$ cat src/rtl/cfg_stream_loader.sv
// cfg_stream_loader: replays a packed memory bitstream as config bus writes; CFG_LOADER_TIMEOUT_EN adds a read watchdog
module cfg_stream_loader #(
  parameter int MEM_AW = 8,
  parameter int MAX_PAIRS = 64,
  parameter int TIMEOUT_CYCLES = 255
) (
  input  logic              clk,
  input  logic              reset,
  input  logic              start,
  input  logic              stall,
  output logic              mem_rd_en,
  output logic [MEM_AW-1:0] mem_addr,
  input  logic [31:0]       mem_rd_data,
  input  logic              mem_rd_valid,
  output logic [31:0]       config_addr,
  output logic [31:0]       config_data,
  output logic              config_en,
  output logic              busy,
  output logic              done,
  output logic              error,
  output logic [15:0]       pairs_written
);
  typedef enum logic [2:0] {IDLE, RD_HDR, RD_ADDR, RD_DATA, WRITE, DONE} state_t;
  state_t state, next;
  logic [MEM_AW-1:0] ptr;
  logic [15:0] count, hdr_n;
  logic pending, got, go, last, is_rd, timeout;
  if (TIMEOUT_CYCLES < 1 || MAX_PAIRS < 1 || MAX_PAIRS > 65535) begin : g_bad_cfg
    $error("cfg_stream_loader: bad TIMEOUT_CYCLES/MAX_PAIRS");
  end
  assign is_rd = state inside {RD_HDR, RD_ADDR, RD_DATA};
  assign go = start && (state == IDLE || state == DONE);
  assign got = pending && mem_rd_valid;
  assign hdr_n = (mem_rd_data[15:0] > 16'(MAX_PAIRS)) ? 16'(MAX_PAIRS) : mem_rd_data[15:0];
  assign last = (pairs_written + 16'd1) == count;
  assign mem_rd_en = is_rd && !pending;
  assign mem_addr = ptr;
  assign config_en = state == WRITE && !stall;
  assign busy = is_rd || state == WRITE;
  assign done = state == DONE;
`ifdef CFG_LOADER_TIMEOUT_EN
  localparam int WW = $clog2(TIMEOUT_CYCLES + 1);
  localparam logic [WW-1:0] LIM = WW'(TIMEOUT_CYCLES - 1);
  logic [WW-1:0] wdog;
  assign timeout = pending && !mem_rd_valid && wdog == LIM;
  always_ff @(posedge clk) begin
    wdog <= (reset || mem_rd_en || !pending) ? '0 : wdog + 1'b1;
    error <= (reset || go) ? 1'b0 : timeout ? 1'b1 : error;
  end
`else
  assign timeout = 1'b0;
  assign error = 1'b0;
`endif
  always_comb begin
    next = state;
    case (state)
      IDLE, DONE: next = start ? RD_HDR : state;
      RD_HDR:     next = !got ? RD_HDR : (hdr_n == 16'd0) ? DONE : RD_ADDR;
      RD_ADDR:    next = got ? RD_DATA : RD_ADDR;
      RD_DATA:    next = got ? WRITE : RD_DATA;
      WRITE:      next = stall ? WRITE : last ? DONE : RD_ADDR;
      default:    next = IDLE;
    endcase
    if (timeout) next = DONE;
  end
  always_ff @(posedge clk) begin
    if (reset) begin
      state <= IDLE;
      pending <= 1'b0;
      ptr <= '0;
      count <= '0;
      pairs_written <= '0;
      config_addr <= '0;
      config_data <= '0;
    end else begin
      state <= next;
      pending <= mem_rd_en || (pending && !mem_rd_valid && !timeout);
      if (go) ptr <= '0;
      if (go) pairs_written <= '0;
      if (got) ptr <= ptr + 1'b1;
      if (got && state == RD_HDR) count <= hdr_n;
      if (got && state == RD_ADDR) config_addr <= mem_rd_data;
      if (got && state == RD_DATA) config_data <= mem_rd_data;
      if (config_en) pairs_written <= pairs_written + 16'd1;
    end
  end
endmodule

$ cat config.mk
export PLATFORM = sky130hd
export DESIGN_NAME = cfg_stream_loader
export DESIGN_NICKNAME = d
export VERILOG_FILES = /design/src/rtl/cfg_stream_loader.sv
export SDC_FILE = /design/constraint.sdc
export NUM_CORES = 1
export LEC_CHECK = 0
export ABC_CLOCK_PERIOD_IN_PS = 6350
export BUFFER_PORTS_ARGS = -buffer_cell sky130_fd_sc_hd__buf_2
export CORE_MARGIN = 1.5
export CORE_UTILIZATION = 55
export CTS_BUF_LIST = sky130_fd_sc_hd__clkbuf_4
export CTS_CLUSTER_DIAMETER = 50
export DETAILED_ROUTE_END_ITERATION = 6
export PLACE_DENSITY = 0.83
export SLEW_MARGIN = 40
export SYNTH_ARGS = -nofsm -noshare
export SYNTH_HDL_FRONTEND = slang
export SYNTH_SLANG_ARGS = --single-unit
$ cat constraint.sdc
create_clock -name clk -period 6.35 [get_ports clk]
set_input_delay 0.3175 -clock clk [delete_from_list [all_inputs] [get_ports clk]]
set_output_delay 0.3175 -clock clk [all_outputs]
set_load 0.01 [all_outputs]
# Word level (Yosys, flattened, before mapping)
# Cells that the tools add are included.
op_classes:
  add_sub_neg: 2
  order_cmp: 1
  eq_ne: 7
  muxes: 13
  reduce_logical: 20
op_table:
  columns: ["cell", "count"]
  rows:
  - ["$mux W16", 3]
  - ["$mux W3", 6]
  - ["$add A16 B1 Y16 const B", 1]
  - ["$eq A16 B16 Y1", 1]
  - ["$gt A16 B7 Y1 const B", 1]
  - ["$logic_not A16 Y1", 1]
  - ["$mux W8", 2]
  - ["$pmux W3 S5", 1]
  - ["$add A8 B1 Y8 const B", 1]
  - ["$logic_and A1 B1 Y1", 8]
  - ["$eq A3 B2 Y1 const B", 2]
  - ["$eq A3 B3 Y1 const B", 2]
  - ["$reduce_bool A2 Y1", 2]
  - ["$eq A3 B1 Y1 const B", 1]
  - ["$logic_not A1 Y1", 3]
  - ["$logic_not A3 Y1", 1]
  - ["$logic_or A1 B1 Y1", 3]
  - ["$reduce_bool A3 Y1", 1]
  - ["$ne A2 B2 Y1 const B", 1]
  - ["$reduce_or A2 Y1", 1]
  - ["$mux W1", 1]
word_totals:
  ff_bits: 108
  inputBits: 37
  output_inout_bits: 93
  wordCells: 50

# Longest topological paths before layout
logic_depth:
  word_depth: 6
  depth_mapped: 8

# Worst setup path after synthesis
# No wires, ideal clock.
synth_timing:
  kind: "register to register"
  from: "reg pairs_written[0]"
  to: "reg state[1]"
  arrival_time_ns: 2.248
  required_ns: 6.234
  path_slack_ns: 3.986
  path_stages_with_launch: 8
  n_path_buf: 0
  cell_sequence: "dfxtp_1 -> ha_1 -> nand3_1 -> or4_1 -> xnor2_1 -> a211oi_1 -> nand4_1 -> a31o_1"
synth_via:
  elab_chain_cells: 5
synth_lines:
  columns: ["element", "line_no", "source"]
  rows:
  - ["start: declaration", "21", "output logic [15:0] pairs_written"]
  - ["start signal: assignment", "84", "if (config_en) pairs_written <= pairs_written + 16'd1;"]
  - ["$add A16 B1 Y16", "35", "assign last = (pairs_written + 16'd1) == count;"]
  - ["$eq A16 B16 Y1", "35", null]
  - ["$mux W3 (2 in series)", "61", "WRITE: next = stall ? WRITE : last ? DONE : RD_ADDR;"]
  - ["$pmux W3 S5", "56", "case (state)"]
  - ["end signal: assignment", "76", "state <= next;"]
  - ["end: declaration", "24", "state_t state, next;"]
# No other way between the ends.
# A chain may end at the register's enable or synchronous reset.

# Worst setup path in the final report
layout_timing:
  from: "reg state[2]"
  to: "out config_en"
layout_via:
  elab_chain_cells: 2
layout_lines:
  columns: ["element", "line_no", "source"]
  rows:
  - ["$eq A3 B3 Y1", "38", "assign config_en = state == WRITE && !stall;"]
  - ["$logic_and A1 B1 Y1", "38", null]
  - ["end: declaration", "17", "output logic config_en,"]
# No other way between the ends.

==> qor.txt <==
status - completed
Routed Wire Length - 12.4 mm
initial antenna violation count - 0
pwr/cell area - 200 nW/um^2
static leakage - 2.27 nW
Initial Utilization - 57.3%
Synth Cell Area - 4760 um^2
hold buffer count at CTS - 0
Async SR Flop Fraction - 0%
Worst-Skew Late Latency - 470 ps
register area share after synthesis - 45.4%
Worst Hold Class - input port to flip-flop
Root Buffer Master - clkbuf_4
final worst slack - 3270 ps
Synth Register Bits - 108
Max Cap Violations - 0
initial drt markers - 242
Netlist cell types - 54
CTS buffer count - 9
DIE WIDTH - 96.0 um
final slew viol count - 0
first-pass detailed-route iteration total - 5
Clock Skews - 20.7 ps
Setup Buffers After CTS - 0
Power, Total - 1.11 mW
crit path DAT - 2760 ps
Synth Instances - 611
number of synthesized flops with an enable pin - 0
Die H - 96.0 um
Area growth syn-to-layout - 16.6%
final period utilization - 48.5%
Port Buffers - 128
ant diodes - 0
clock transition at the registers of the reported paths - 180 ps
DP Wirelength - 8.65 mm
Mapped Avg Cell Area - 7.79 um^2
setup_tns - 0 ps
Cell Count, Final, Fillers Out - 822
worst-path maximum fanout - 21
Final #Nets - 751
final hold violation count - 0
total gr overflow - 0
Setup crit end kind - primary output
Resized cells post-CTS - 0
Slew headroom - 47.4%
maximum clock path buffer count - 2
Mapped Nets - 650
post-route minimum period - 3080 ps
dpl ws - 3780 ps
row count - 33
DRC - 0
Top Ports - 130
# setup viols final - 0
DR vias/cell - 5.71
core area - 8300 um^2
via count - 4694
vias in the first global route - 4238
CTS tree - built
Required @ worst endpoint - 6030 ps
GPL Wtd Cong - 0.903
Syn. warnings - 0
pin count of the biggest net entering global routing - 101
H-tree levels - 3
max frequency - 0.325 GHz
clock sink count - 108
routed len/inst - 15.1 um
antenna viol nets, final - 0
RSZ-0062 raised after global routing - no
fin util - 66.8%
Main synth FF type - dfxtp_1
crit path kind - flip-flop to primary output
critical path startpoint category - flip-flop
peak supply drop - 0.160 mV
placed cell count - 806
layout cells sized above 1 - 22.3%
Total Routing Usage GR - 27.0%
Die ar. - 9220 um^2
first-pass GRT wire length - 19.5 mm
Worst Tran Pin Value - 786 ps
path summary, 6_finish.rpt:
path                                       end  cells after the start                     startpoint  slack (ps)
setup / recovery                     config_en                      3          state[2]$_SDFFE_PP0P_        3270
setup reg to reg         state[1]$_SDFFE_PP0P_                      7  pairs_written[0]$_SDFFE_PP0P_        3710
hold / removal    config_addr[17]$_SDFFE_PP0P_                      3                mem_rd_data[17]          70
hold reg to reg   config_addr[19]$_SDFFE_PP0P_                      2   config_addr[19]$_SDFFE_PP0P_         460
layer usage:
layer | wire length, um | vias to the layer above | GRT usage, % | part of all wire, %
li1 | - | 2299 | - | -
met1 | 5340 | 2203 | 34.2 | 43
met2 | 6020 | 171 | 45.3 | 48
met3 | 865 | 21 | 5.85 | 7.0
met4 | 202 | 0 | 9.44 | 1.6
met5 | 0 | - | 0 | 0
state kept, by name (all words and copies together), names as in the netlist:
signal and flops:
config_addr 32, config_data 32, count 16, mem_addr 8
pairs_written 16, pending 1, state 3
worst max-delay path: stages (launching register included):
cell	delay [ps]
dfxtp_1	710
nand3b_1	660
inv_1	690
buf_2	240
kinds of logic (layout without fill, tap and decap cells):
logic type / Yosys count / count (layout) / synth area share (%)
simple gates: 277 / 277 / 26.8
compound gates: 151 / 151 / 18.4
flops: 108 / 108 / 45.4
buf+inv: 48 / 154 / 4.26
xor+xnor: 21 / 21 / 3.87
mux: 3 / 3 / 0.684
fa+ha+maj: 2 / 2 / 0.526
other cells: 1 / 1 / 0.0788
cell usage in the layout, fill, tap and decap left out, types with 9 or more instances in the layout:
master / count
nor3_1: 9
nor2_1: 45
clkbuf_4: 9
dfxtp_1: 108
a21oi_1: 94
buf_2: 128
nand2_1: 148
nand3_1: 14
o21ai_0: 20
and2_1: 14
xnor2_1: 14
where the power goes:
group          switching [mW]  internal, mW  total, mW
registers             0.00317         0.680      0.684
logic                  0.0350        0.0174     0.0525
clock network           0.243         0.131      0.374
total                   0.282         0.828       1.11
metrics by stage:
step	area (um^2)	hold slack (ps)
CTS	5550	42.1
finish	5550	68.7
global placement	5380	440
floorplan	4760	450
global route	5550	66.6
detailed placement	5390	443
synth_stat cells, types with 3 or more instances:
cell type  instances  area share, %
xnor2_1           14            2.6
a31oi_1            4           0.53
nand2b_1           3           0.39
a22oi_1            8            1.3
nor2_1            45            3.5
a311oi_1           4           0.74
and2_0             3           0.39
dfxtp_1          108             45
a21oi_1           94            9.9
and2_1            14            1.8
buf_4              5           0.79
nand4_1            7           0.92
nand3_1           14            1.5
a211oi_1           3           0.47
xor2_1             7            1.3
nor3_1            10            1.1
inv_1              7           0.55
o21ai_0           20            2.1
nand2_1          149             12
or3_1              8            1.1
and3_1             4           0.53
nand3b_1           5           0.79
clkbuf_1          32            2.5
layout make-up:
class / count / area, um^2
Fill cell: 721 / 2750
Multi-Input combinational cell: 455 / 2400
Sequential cell: 108 / 2160
Timing Repair Buffer: 131 / 667
Tap cell: 105 / 131
Clock inverter: 7 / 91.3
Clock buffer: 9 / 67.6
Inverter: 7 / 26.3
Power figures use the tool's default switching activity.
